--- config.mk ---
export PLATFORM = sky130hd
export DESIGN_NAME = mdu_sequencer
export DESIGN_NICKNAME = d
export VERILOG_FILES = /design/src/rtl/mdu_sequencer.sv
export SDC_FILE = /design/constraint.sdc
export NUM_CORES = 1
export LEC_CHECK = 0
export CAP_MARGIN = 20
export CORE_MARGIN = 2
export CORE_UTILIZATION = 39
export DETAILED_ROUTE_END_ITERATION = 7
export GPL_TIMING_DRIVEN = 0
export PLACE_DENSITY_LB_ADDON = 0.2
export SYNTH_ARGS = -nofsm -noshare
export SYNTH_HDL_FRONTEND = slang
export SYNTH_SLANG_ARGS = --single-unit
--- constraint.sdc ---
create_clock -name clk -period 3.8 [get_ports clk]
set_clock_uncertainty 0.2 [all_clocks]
set_input_delay 0.76 -clock clk [delete_from_list [all_inputs] [get_ports clk]]
set_output_delay 0.76 -clock clk [all_outputs]
set_load 0.03 [all_outputs]
--- src/rtl/mdu_sequencer.sv ---
`default_nettype none
// ============================================================================
// Module      : mdu_sequencer
// Description : EX-stage multiply/divide unit (shift-add / restoring divide)
//               owning the HI/LO pair and stalling colliding MD instructions.
// Revision    : 1.0 - initial release
// ============================================================================
module mdu_sequencer #(
    parameter int DATA_W = 32
) (
    input  logic              clk,
    input  logic              reset,
    input  logic              start,
    input  logic [5:0]        OpCode,
    input  logic [5:0]        Funct,
    input  logic              flush,
    input  logic [DATA_W-1:0] rs_data,
    input  logic [DATA_W-1:0] rt_data,
    output logic              stall,
    output logic              busy,
    output logic [DATA_W-1:0] mf_data,
    output logic [DATA_W-1:0] hi,
    output logic [DATA_W-1:0] lo
);

    localparam int               CNT_W    = $clog2(DATA_W);
    localparam logic [CNT_W-1:0] CNT_LAST = CNT_W'(DATA_W - 1);

    localparam logic [5:0] F_MFHI  = 6'h10;
    localparam logic [5:0] F_MTHI  = 6'h11;
    localparam logic [5:0] F_MFLO  = 6'h12;
    localparam logic [5:0] F_MTLO  = 6'h13;
    localparam logic [5:0] F_MULT  = 6'h18;
    localparam logic [5:0] F_MULTU = 6'h19;
    localparam logic [5:0] F_DIV   = 6'h1A;
    localparam logic [5:0] F_DIVU  = 6'h1B;

    typedef enum logic [1:0] {
        ST_IDLE = 2'd0,
        ST_MUL  = 2'd1,
        ST_DIV  = 2'd2,
        ST_FIX  = 2'd3
    } state_t;

    state_t              state_q, state_d;
    logic [CNT_W-1:0]    cnt_q, cnt_d;
    logic [2*DATA_W-1:0] acc_q, acc_d;
    logic [DATA_W-1:0]   opnd_q, opnd_d;
    logic                is_div_q, is_div_d;
    logic                neg_lo_q, neg_lo_d;
    logic                neg_hi_q, neg_hi_d;
    logic                div0_q, div0_d;
    logic [DATA_W-1:0]   hi_q, hi_d;
    logic [DATA_W-1:0]   lo_q, lo_d;

    // ------------------------------------------------------------------
    // Decode
    // ------------------------------------------------------------------
    logic is_rtype, f_mult, f_multu, f_div, f_divu, f_mthi, f_mtlo, f_mfhi, f_mflo;
    logic is_md, md_op, accept, signed_op, rs_neg, rt_neg;
    logic [DATA_W-1:0] rs_mag, rt_mag;

    always_comb begin
        is_rtype  = (OpCode == 6'h00);
        f_mult    = is_rtype && (Funct == F_MULT);
        f_multu   = is_rtype && (Funct == F_MULTU);
        f_div     = is_rtype && (Funct == F_DIV);
        f_divu    = is_rtype && (Funct == F_DIVU);
        f_mthi    = is_rtype && (Funct == F_MTHI);
        f_mtlo    = is_rtype && (Funct == F_MTLO);
        f_mfhi    = is_rtype && (Funct == F_MFHI);
        f_mflo    = is_rtype && (Funct == F_MFLO);
        is_md     = f_mult | f_multu | f_div | f_divu | f_mthi | f_mtlo | f_mfhi | f_mflo;
        md_op     = start & is_md & ~flush;
        accept    = md_op & ~busy;
        signed_op = f_mult | f_div;
        rs_neg    = signed_op & rs_data[DATA_W-1];
        rt_neg    = signed_op & rt_data[DATA_W-1];
        rs_mag    = rs_neg ? -rs_data : rs_data;
        rt_mag    = rt_neg ? -rt_data : rt_data;
    end

    assign busy  = (state_q != ST_IDLE);
    assign stall = md_op & busy;
    assign hi    = hi_q;
    assign lo    = lo_q;

    always_comb begin
        mf_data = '0;
        if (Funct == F_MFHI) begin
            mf_data = hi_q;
        end else if (Funct == F_MFLO) begin
            mf_data = lo_q;
        end
    end

    // ------------------------------------------------------------------
    // Iteration datapath: acc holds {HI-half, LO-half} of the work register
    // ------------------------------------------------------------------
    logic [DATA_W:0]     mul_sum;
    logic [2*DATA_W-1:0] mul_next;
    logic [DATA_W:0]     div_shift;
    logic [DATA_W-1:0]   div_sub;
    logic                div_ge;
    logic [2*DATA_W-1:0] div_next;
    logic [2*DATA_W-1:0] mul_res;
    logic [DATA_W-1:0]   quo_fix, rem_fix;

    always_comb begin
        mul_sum   = {1'b0, acc_q[2*DATA_W-1:DATA_W]} + (acc_q[0] ? {1'b0, opnd_q} : '0);
        mul_next  = {mul_sum, acc_q[DATA_W-1:1]};
        div_shift = {acc_q[2*DATA_W-1:DATA_W], acc_q[DATA_W-1]};
        div_ge    = (div_shift >= {1'b0, opnd_q});
        // When div_ge holds the difference is below the divisor, so W bits suffice
        div_sub   = div_shift[DATA_W-1:0] - opnd_q;
        div_next  = {(div_ge ? div_sub : div_shift[DATA_W-1:0]), acc_q[DATA_W-2:0], div_ge};
        mul_res   = neg_lo_q ? -acc_q : acc_q;
        quo_fix   = div0_q ? '1 : (neg_lo_q ? -acc_q[DATA_W-1:0] : acc_q[DATA_W-1:0]);
        rem_fix   = neg_hi_q ? -acc_q[2*DATA_W-1:DATA_W] : acc_q[2*DATA_W-1:DATA_W];
    end

    // ------------------------------------------------------------------
    // Next-state logic
    // ------------------------------------------------------------------
    always_comb begin
        state_d  = state_q;
        cnt_d    = cnt_q;
        acc_d    = acc_q;
        opnd_d   = opnd_q;
        is_div_d = is_div_q;
        neg_lo_d = neg_lo_q;
        neg_hi_d = neg_hi_q;
        div0_d   = div0_q;
        hi_d     = hi_q;
        lo_d     = lo_q;

        if (flush) begin
            state_d = ST_IDLE;
            cnt_d   = '0;
        end else begin
            unique case (state_q)
                ST_IDLE: begin
                    if (accept) begin
                        if (f_mthi) hi_d = rs_data;
                        if (f_mtlo) lo_d = rs_data;
                        if (f_mult | f_multu) begin
                            state_d  = ST_MUL;
                            cnt_d    = '0;
                            acc_d    = {{DATA_W{1'b0}}, rt_mag};
                            opnd_d   = rs_mag;
                            is_div_d = 1'b0;
                            neg_lo_d = rs_neg ^ rt_neg;
                            neg_hi_d = 1'b0;
                            div0_d   = 1'b0;
                        end
                        if (f_div | f_divu) begin
                            state_d  = ST_DIV;
                            cnt_d    = '0;
                            acc_d    = {{DATA_W{1'b0}}, rs_mag};
                            opnd_d   = rt_mag;
                            is_div_d = 1'b1;
                            neg_lo_d = rs_neg ^ rt_neg;
                            neg_hi_d = rs_neg;
                            div0_d   = (rt_data == '0);
                        end
                    end
                end
                ST_MUL, ST_DIV: begin
                    acc_d = (state_q == ST_MUL) ? mul_next : div_next;
                    cnt_d = cnt_q + CNT_W'(1);
                    if (cnt_q == CNT_LAST) begin
                        state_d = ST_FIX;
                        cnt_d   = '0;
                    end
                end
                ST_FIX: begin
                    if (is_div_q) begin
                        hi_d = rem_fix;
                        lo_d = quo_fix;
                    end else begin
                        hi_d = mul_res[2*DATA_W-1:DATA_W];
                        lo_d = mul_res[DATA_W-1:0];
                    end
                    state_d = ST_IDLE;
                end
                default: state_d = ST_IDLE;
            endcase
        end
    end

    always_ff @(posedge clk or negedge reset) begin
        if (!reset) begin
            state_q  <= ST_IDLE;
            cnt_q    <= '0;
            acc_q    <= '0;
            opnd_q   <= '0;
            is_div_q <= 1'b0;
            neg_lo_q <= 1'b0;
            neg_hi_q <= 1'b0;
            div0_q   <= 1'b0;
            hi_q     <= '0;
            lo_q     <= '0;
        end else begin
            state_q  <= state_d;
            cnt_q    <= cnt_d;
            acc_q    <= acc_d;
            opnd_q   <= opnd_d;
            is_div_q <= is_div_d;
            neg_lo_q <= neg_lo_d;
            neg_hi_q <= neg_hi_d;
            div0_q   <= div0_d;
            hi_q     <= hi_d;
            lo_q     <= lo_d;
        end
    end

endmodule
`default_nettype wire

==> impl_metrics.json, run 1 <==
{
  "status": "completed",
  "grt_first_pass_wirelength_um": 101000,
  "p_comb_share_pct": 62.9,
  "coreArea_sq_um": 39900,
  "p_per_area_nw_per_um2": 698,
  "whs_ns": 0.0488,
  "dr.pass1.iters": 5,
  "synthCells": 2099,
  "syn-num-nets": 2255,
  "worst_path_max_delay_cell": "or4b_2",
  "dominantRegCellSynth": "dfrtp_1",
  "antenna_found_initial": 0,
  "min_period_ns": 3.74,
  "holdCritPathClass": "input port to async pin",
  "final_hold_viol_count": 0,
  "timing.fmax_mhz": 268,
  "intPower_mw": 6.47,
  "clk_latency_ns": 0.46,
  "areaGrowthSynthToFinish_pct": 21.3,
  "clock_power_share_pct": 12.8,
  "fin_nets": 2449,
  "htreeDepth": 4,
  "synth_edf_count": 0,
  "endpoint_kind": "flop",
  "ioPinCount": 178,
  "wl_um": 67800,
  "path_cells": "clkdlybuf4s50_1, inv_1, ha_1, or4b_2, nor2_2, nand2_1, o31ai_1, xnor2_1, nor2_1, a211oi_1, a21oi_1, o21ai_0",
  "syn_area_per_cell_sq_um": 7.55,
  "ctsHoldBuffers": 0,
  "grt_max_degree": 111,
  "initialDrtViolationCount": 1752,
  "die_h_um": 206,
  "io_buffers": 175,
  "cts_root_buffer": "clkbuf_16",
  "postRouteAntennaNets": 0,
  "cp_max_fo": 4,
  "cp-start-kind": "input port",
  "power_mw": 13.4,
  "period_share_pct": 98.3,
  "worst_pin_slew_ns": 1.00,
  "postSynth.asyncResetShare_pct": 100,
  "grt_overflow": 0,
  "place_hpwl_um": 54500,
  "syn_area_sq_um": 15800,
  "ys_warn_count": 0,
  "gp_congestion": 0.985,
  "cts_buffers": 17,
  "p_leak_nw": 8.49,
  "critPathArrivalTime_ns": 3.90,
  "maxSlewHeadroom_pct": 32.4,
  "synth_seq_cells": 171,
  "cp_slowest_stage_delay_ns": 0.67,
  "clock_path_buffers": 2,
  "ys_seq_area_share_pct": 27.0,
  "sw_frac_of_total_pct": 51.8,
  "wl_per_cell_um": 23.9,
  "viasPerCell": 6.12,
  "peakVddDrop_mv": 0.325,
  "rows": 73,
  "rsz0062_at_grt": "true",
  "crit_type": "input port to flop",
  "seqPwrFrac_pct": 24.3,
  "setup_viol": 0,
  "start_util_pct": 39.7,
  "grtUsageTotal_pct": 31.7,
  "first_global_vias": 16253,
  "power_switching_mw": 6.95,
  "clock-sinks": 171,
  "n_antenna_cell": 0,
  "drc": 0,
  "drive_above_1_share_pct": 6.59,
  "synth_cell_types": 71,
  "die_w_um": 206,
  "dieArea_sq_um": 42300,
  "crit_required_ns": 3.96,
  "drv_slew": 0,
  "maxCapViolCount": 0,
  "cts_tree": "yes",
  "path_clk_slew_ns": 0.07,
  "num_vias": 17314
}
==> layer usage <==
| layer | vias up | wire length, um | part of all wire, % | track usage (%) |
|---|---|---|---|---|
| met2 | 865 | 30200 | 45 | 50.2 |
| met1 | 8386 | 29200 | 43 | 43.0 |
| li1 | 7945 | - | - | - |
| met4 | 0 | 2700 | 4.0 | 13.1 |
| met3 | 118 | 5650 | 8.3 | 5.18 |
| met5 | - | 0 | 0 | 0 |
==> final timing paths <==
path	from	to	slack, ns	depth (start not counted)
max in group asynchronous	reset	acc_q[51]	2.35	2
min in group clk	opnd_q[26]	opnd_q[26]	0.29	2
worst max-delay path	rs_data[1]	acc_q[14]	0.06	12
worst max register to register	acc_q[8]	hi[11]	0.07	10
worst min register to register	opnd_q[26]	opnd_q[26]	0.29	2
worst min-delay path	reset	hi[16]	0.05	1
==> cell families (layout without fill, tap and decap cells) <==
| group | after synthesis | after routing | share of synthesized area [%] |
|---|---|---|---|
| multiplexers | 101 | 101 | 6.59 |
| AND/OR/NAND/NOR | 715 | 715 | 20.4 |
| buffers and inverters | 196 | 403 | 4.71 |
| XOR/XNOR | 167 | 167 | 9.23 |
| flip-flops | 171 | 171 | 27.0 |
| adder cells (fa/ha/maj) | 76 | 76 | 6.10 |
| AO/OA/AOI/OAI | 673 | 673 | 25.9 |
==> synth_stat cells (5+ instances only) <==
library cell    n  area, sq um
o31ai_1        33          248
nor2_1        221          830
mux2_2         27          304
and3_1         15         93.8
inv_1          66          248
o21a_1          6         45.0
o41ai_1        10         87.6
o21ai_0       220         1100
clkbuf_1      106          398
or4_1          12         90.1
a21oi_1       165          826
o211ai_1       17          128
a21o_1         45          338
or3_1          21          131
nor3_1         45          225
dfrtp_1       171         4280
o22ai_1        39          244
ha_1           74          926
nor4_1         20          125
o21ai_1         7         35.0
a31oi_1        16          100
xnor2_1        93          815
or2_2           7         43.8
o21bai_1        9         67.6
nand2_1       268         1010
xor2_1         74          648
nand3_1        33          165
buf_2           8         40.0
nand2b_1       14         87.6
a21boi_0        5         37.5
nor2b_1        10         62.6
mux2i_1        74          741
buf_1          15         56.3
a211oi_1       38          285
and2_1          9         56.3
a211o_1         6         52.6
nand4_1        16          100
==> critical path: cells and delay by family <==
kind | cells | cell delay [ns]
AO/OA/AOI/OAI | 4 | 0.86
XOR/XNOR | 1 | 0.28
AND/OR/NAND/NOR | 4 | 1.10
buffers and inverters | 2 | 0.69
adder cells (fa/ha/maj) | 1 | 0.21
==> area by class of cell <==
cell class	instances	area (sq um)
inverter	67	254
fill	3975	20700
sequential	171	4290
multi-input combinational	1732	11100
timing repair buffer	180	1880
buffer	124	531
tap	525	657
clock inverter	10	82.6
clock buffer	22	464
==> registers in the layout (all words and copies together), names as in the netlist <==
signal    flops
acc_q        64
cnt_q         5
div0_q        1
hi           32
is_div_q      1
lo           32
neg_hi_q      1
neg_lo_q      1
opnd_q       32
state_q       2
==> through the flow <==
stage | setup slack [ns] | util [%] | setup TNS [ns] | cells | instance area [sq um]
global route | -0.00152 | 48.2 | -0.00152 | 2831 | 19200
finish | 0.0630 | 48.2 | 0 | 2831 | 19200
CTS | 0.00138 | 47.6 | 0 | 2833 | 19000
detailed placement | -1.12 | 45.8 | -65.85 | 2800 | 18300
global placement | -5.63 | 45.7 | -1021.86 | 2799 | 18300
floorplan | 0.421 | - | 0 | 2099 | 15800
==> placed cells by master, fill, tap and decap left out, types with 8 or more instances in the layout <==
cell               n
a211oi_1          34
a21o_1            45
a21oi_1          165
a31oi_1           14
and2_1             9
and3_1            15
buf_1              9
buf_2             10
buf_4              8
clkbuf_1          92
clkbuf_16         17
clkdlybuf4s50_1  142
dfrtp_1          162
dfrtp_2            9
dlymetal6s2s_1    25
ha_1              69
inv_1             65
mux2_2            27
mux2i_1           74
nand2_1          265
nand2b_1          14
nand3_1           33
nand4_1           16
nor2_1           218
nor2b_1           10
nor3_1            42
nor4_1            15
o211ai_1          17
o21ai_0          215
o21ai_1            9
o21bai_1           8
o22ai_1           39
o31ai_1           33
o41ai_1            9
or3_1             21
or4_1             10
xnor2_1           93
xor2_1            73
==> power by group through the flow <==
stage                     Combinational, mW  Sequential, mW  Clock, mW
after floorplan                        4.95            3.39          0
after global placement                 7.90            3.23          0
after detailed placement               7.96            3.25          0
after CTS                              8.11            3.22       1.71
after global routing                   9.10            3.32       1.79
final                                  8.44            3.27       1.71
==> repair_timing <==
item / in CTS / in global routing
setup endpoints to repair: 93 / 85
buffers inserted: 2 / 2
resized for setup: 57 / 75
pin swaps: 2 / 2
Note: power is estimated with default switching activity, not from simulation.
==> inputs of run 2 (changes only) <==
Settings changed: CORE_MARGIN 2 to unset.
==> impl_metrics.json, run 2 (synthesized netlist as in run 1, its figures left out) <==
{
  "status": "completed",
  "drive_above_1_share_pct": 7.02,
  "grt_first_pass_wirelength_um": 102000,
  "rrSetupSlack_ns": 0.07,
  "wl_um": 67800,
  "p_per_area_nw_per_um2": 707,
  "place_area_sq_um": 18300,
  "path_cells": "clkdlybuf4s50_1, clkbuf_4, clkbuf_4, mux2i_1, nor2_1, clkdlybuf4s50_1",
  "fin_nets": 2451,
  "period_share_pct": 98.4,
  "crit_required_ns": 2.84,
  "first_global_vias": 16775,
  "cts_buffers": 17,
  "initialDrtViolationCount": 1684,
  "die_w_um": 204,
  "dieArea_sq_um": 41400,
  "final_hold_viol_count": 0,
  "multi_input_area_sq_um": 11100,
  "endpoint_kind": "primary output",
  "final_area_sq_um": 19200,
  "clk_latency_ns": 0.46,
  "cts_root_buffer": "clkbuf_16",
  "wl_per_cell_um": 23.9,
  "viasPerCell": 6.09,
  "io_buffers": 175,
  "regArea_sq_um": 4290,
  "antenna_found_initial": 0,
  "grt_max_degree": 111,
  "gp_congestion": 0.956,
  "n_antenna_cell": 0,
  "p_leak_nw": 8.22,
  "final.setup.tns_ns": 0,
  "path_clk_slew_ns": 0.08,
  "place_hpwl_um": 54800,
  "drc": 0,
  "crit_family": "buffers and inverters",
  "num_vias": 17247,
  "areaGrowthSynthToFinish_pct": 21.4,
  "cp_slowest_stage_delay_ns": 0.67,
  "cts_tree": "yes",
  "worst_pin_slew_ns": 1.06,
  "critPathArrivalTime_ns": 2.78,
  "critical_path_buf_inv_count": 4,
  "maxCapViolCount": 0,
  "peakVddDrop_mv": 0.369,
  "htreeDepth": 4,
  "cp-start-kind": "input port",
  "stdcell_count": 2833,
  "crit_start": "Funct[1]",
  "die_h_um": 204,
  "largest_register_ffs": 64,
  "postRouteAntennaNets": 0,
  "layout_commonest_cell": "nand2_1",
  "dr.pass1.iters": 6,
  "holdCritPathClass": "input port to async pin",
  "cp_max_fo": 10,
  "rsz0062_at_grt": "false",
  "place_inst": 2801,
  "grt_overflow": 0,
  "start_util_pct": 39.7,
  "setup_viol": 0,
  "regMostFlops": "acc_q",
  "ctsHoldBuffers": 0,
  "drv_slew": 0,
  "mostFrequentLayoutCells": "nand2_1 (265), nor2_1 (218), o21ai_0 (217)",
  "r2r_start": "acc_q[0]",
  "clock-sinks": 171,
  "worst_path_max_delay_cell": "clkdlybuf4s50_1",
  "ioPinCount": 178,
  "maxSlewHeadroom_pct": 29.1,
  "timing.fmax_mhz": 268,
  "min_period_ns": 3.74,
  "rows": 73,
  "fillers": 4070,
  "clock_path_buffers": 2,
  "coreArea_sq_um": 39900,
  "crit_type": "input port to primary output",
  "grtUsageTotal_pct": 32.5
}
==> run 2: cell count changes in the layout (fill, tap and decap cells not counted), moves of 3 or more <==
cell | before | now
dlymetal6s2s_1 | 25 | 1
dlygate4sd2_1 | 7 | 29
inv_8 | 0 | 7
clkbuf_1 | 92 | 88
clkinvlp_4 | 4 | 1
==> run 2: worst reg2reg max path, stage by stage (launching register included) <==
cell	delay, ns
dfrtp_2	0.46
inv_2	0.15
buf_8	0.19
ha_1	0.19
nand2b_1	0.13
or4_4	0.60
or4_4	0.56
nand2_2	0.14
buf_4	0.19
o21ai_0	0.18
xor2_2	0.33
mux2i_1	0.17
o21ai_0	0.18
==> run 2: cell type report <==
class | instances | share of cell area [%]
Clock inverter | 14 | 0.780
Multi-Input combinational cell | 1732 | 57.8
Tap cell | 525 | 3.41
Buffer | 124 | 2.76
Sequential cell | 171 | 22.3
Timing Repair Buffer | 182 | 9.38
Inverter | 67 | 1.31
Clock buffer | 18 | 2.28
==> run 2: final timing paths <==
path,endpoint,cells after the start
max,mf_data[19],6
min,hi[8],1
max reg2reg,hi[12],12
min reg2reg,opnd_q[29],2
max in group asynchronous,acc_q[38],2
min in group clk,opnd_q[29],2
==> run 2: power by group <==
group / total (mW) / leakage, nW / internal (mW) / switching [mW]
logic: 8.53 / 5.66 / 3.28 / 5.25
registers: 3.25 / 2.27 / 2.35 / 0.909
clock network: 1.83 / 0.290 / 0.900 / 0.930
==> run 2: routing by layer <==
layer  routed length [um]  global-route usage [%]  up-vias
met2                29800                    50.9      823
met3                 5260                    4.87      138
met4                 3440                    16.0        0
met5                    0                       0        -
met1                29300                    43.5     8306
li1                     -                       -     7980
==> run 2: timing repair <==
action                     in CTS  in global routing
setup endpoints to repair      98                 75
pin swaps                       2                  1
gates resized for setup        83                 54
cloned                          0                  0
setup buffers                   2                  3
==> run 2: per-stage QoR <==
| stage | hold slack (ns) | utilization [%] | total power, mW | setup WS, ns |
|---|---|---|---|---|
| global route | 0.0790 | 48.2 | 14.3 | 0.00227 |
| finish | 0.0308 | 48.2 | 13.6 | 0.0625 |
| floorplan | 0.239 | - | 8.34 | 0.421 |
| CTS | 0.0542 | 47.7 | 13.2 | -0.0109 |
| global placement | 0.258 | 45.7 | 11.2 | -5.63 |
| detailed placement | 0.267 | 45.8 | 11.2 | -1.13 |
==> inputs of run 3 (changes only) <==
Settings changed: CAP_MARGIN 20 to unset, CTS_CLUSTER_DIAMETER set to 100.
==> impl_metrics.json, run 3 (synthesized netlist as in run 1, its figures left out) <==
{
  "status": "completed",
  "drive_above_1_share_pct": 6.63,
  "layout_commonest_cell": "nand2_1",
  "clk_latency_ns": 0.46,
  "ioPinCount": 178,
  "crit_type": "flop to flop",
  "p_leak_nw": 8.37,
  "num_vias": 17235,
  "antenna_found_initial": 0,
  "stdcell_count": 2831,
  "dieArea_sq_um": 41400,
  "fin_ws_ns": 0.0354,
  "clock_path_buffers": 2,
  "die_w_um": 204,
  "period_share_pct": 99.1,
  "start_util_pct": 39.7,
  "grt_overflow": 0,
  "drv_slew": 0,
  "fin_nets": 2449,
  "initialDrtViolationCount": 1623,
  "grt_first_pass_wirelength_um": 102000,
  "drc": 0,
  "maxSlewHeadroom_pct": 30.7,
  "cts_buffers": 17,
  "regMostFlops": "acc_q",
  "cp-start-kind": "flop",
  "rrSetupSlack_ns": 0.04,
  "areaGrowthSynthToFinish_pct": 21.8,
  "grt_max_degree": 111,
  "largest_register_ffs": 64,
  "maxCapViolCount": 0,
  "holdCritPathClass": "input port to async pin",
  "cts_root_buffer": "clkbuf_16",
  "peakVddDrop_mv": 0.346,
  "setup_viol": 0,
  "postRouteAntennaNets": 0,
  "final_area_sq_um": 19300,
  "gp_congestion": 0.956,
  "crit_required_ns": 3.98,
  "power_mw": 13.7,
  "p_per_area_nw_per_um2": 711,
  "path_clk_slew_ns": 0.08,
  "wl_um": 67800,
  "n_antenna_cell": 0,
  "rows": 73,
  "critPathArrivalTime_ns": 3.94,
  "mostFrequentLayoutCells": "nand2_1 (266), nor2_1 (218), o21ai_0 (215)",
  "first_global_vias": 16747,
  "htreeDepth": 4,
  "final_core_util_pct": 48.4,
  "timing.fmax_mhz": 266,
  "cts_tree": "yes",
  "dp_slack_ns": -1.17,
  "place_hpwl_um": 54700,
  "place_area_sq_um": 18300,
  "die_h_um": 204,
  "dr.pass1.iters": 6,
  "coreArea_sq_um": 39900,
  "wl_per_cell_um": 23.9,
  "viasPerCell": 6.09,
  "final_hold_viol_count": 0,
  "min_period_ns": 3.76,
  "grtUsageTotal_pct": 32.7,
  "io_buffers": 175,
  "worst_pin_slew_ns": 1.03,
  "cp_max_fo": 10,
  "place_inst": 2800,
  "clock-sinks": 171,
  "endpoint_kind": "flop"
}
==> run 3: what timing repair did <==
action,4_1_cts,5_1_grt
gates cloned,0,0
setup buffers,2,2
hold buffers,0,0
resized for setup,74,62
hold endpoints to repair,0,0
pin swaps,1,2
setup endpoints to repair,98,80
==> run 3: cell type report <==
class | count | area (sq um)
Clock buffer | 17 | 425
Tap cell | 525 | 657
Multi-Input combinational cell | 1732 | 11100
Fill cell | 3988 | 20600
Timing Repair Buffer | 180 | 1830
Sequential cell | 171 | 4290
Buffer | 124 | 529
Clock inverter | 15 | 203
Inverter | 67 | 254
==> run 3: power breakdown <==
| part | switching, mW | leakage (nW) | internal [mW] |
|---|---|---|---|
| registers | 0.923 | 2.27 | 2.34 |
| logic | 5.25 | 5.79 | 3.27 |
| clock network | 0.927 | 0.305 | 1.01 |
| total | 7.10 | 8.37 | 6.63 |
==> run 3: path summary, 6_finish.rpt <==
kind	startpoint	endpoint	cells past startpoint
hold reg to reg	opnd_q[29]	opnd_q[29]	2
max in group asynchronous	reset	acc_q[38]	2
hold / removal	reset	hi[8]	1
min in group clk	opnd_q[29]	opnd_q[29]	2
setup / recovery	acc_q[0]	hi[12]	12
setup reg to reg	acc_q[0]	hi[12]	12
==> run 3: metrics by stage <==
step	hold slack (ns)	setup TNS [ns]
6_report	0.0381	0
5_1_grt	0.0777	-0.0702
4_1_cts	0.0575	0
3_5_place_dp	0.267	-70.67
3_3_place_gp	0.258	-1024.74
2_1_floorplan	0.239	0
==> run 3: critical path: stages, from the launching register on <==
cell      delay [ns]
dfrtp_2         0.50
inv_4           0.14
buf_8           0.18
ha_1            0.19
nand2b_1        0.13
or4_4           0.60
or4_4           0.56
nand2_2         0.14
buf_4           0.19
o21ai_0         0.17
xor2_2          0.34
mux2i_1         0.17
o21ai_0         0.18
==> run 3: layer usage <==
layer | global-route usage [%] | wire (um) | vias to the layer above
met2 | 52.0 | 30300 | 891
met1 | 44.3 | 29100 | 8255
met5 | 0 | 0 | -
li1 | - | - | 7956
met3 | 3.69 | 5170 | 133
met4 | 15.0 | 3190 | 0
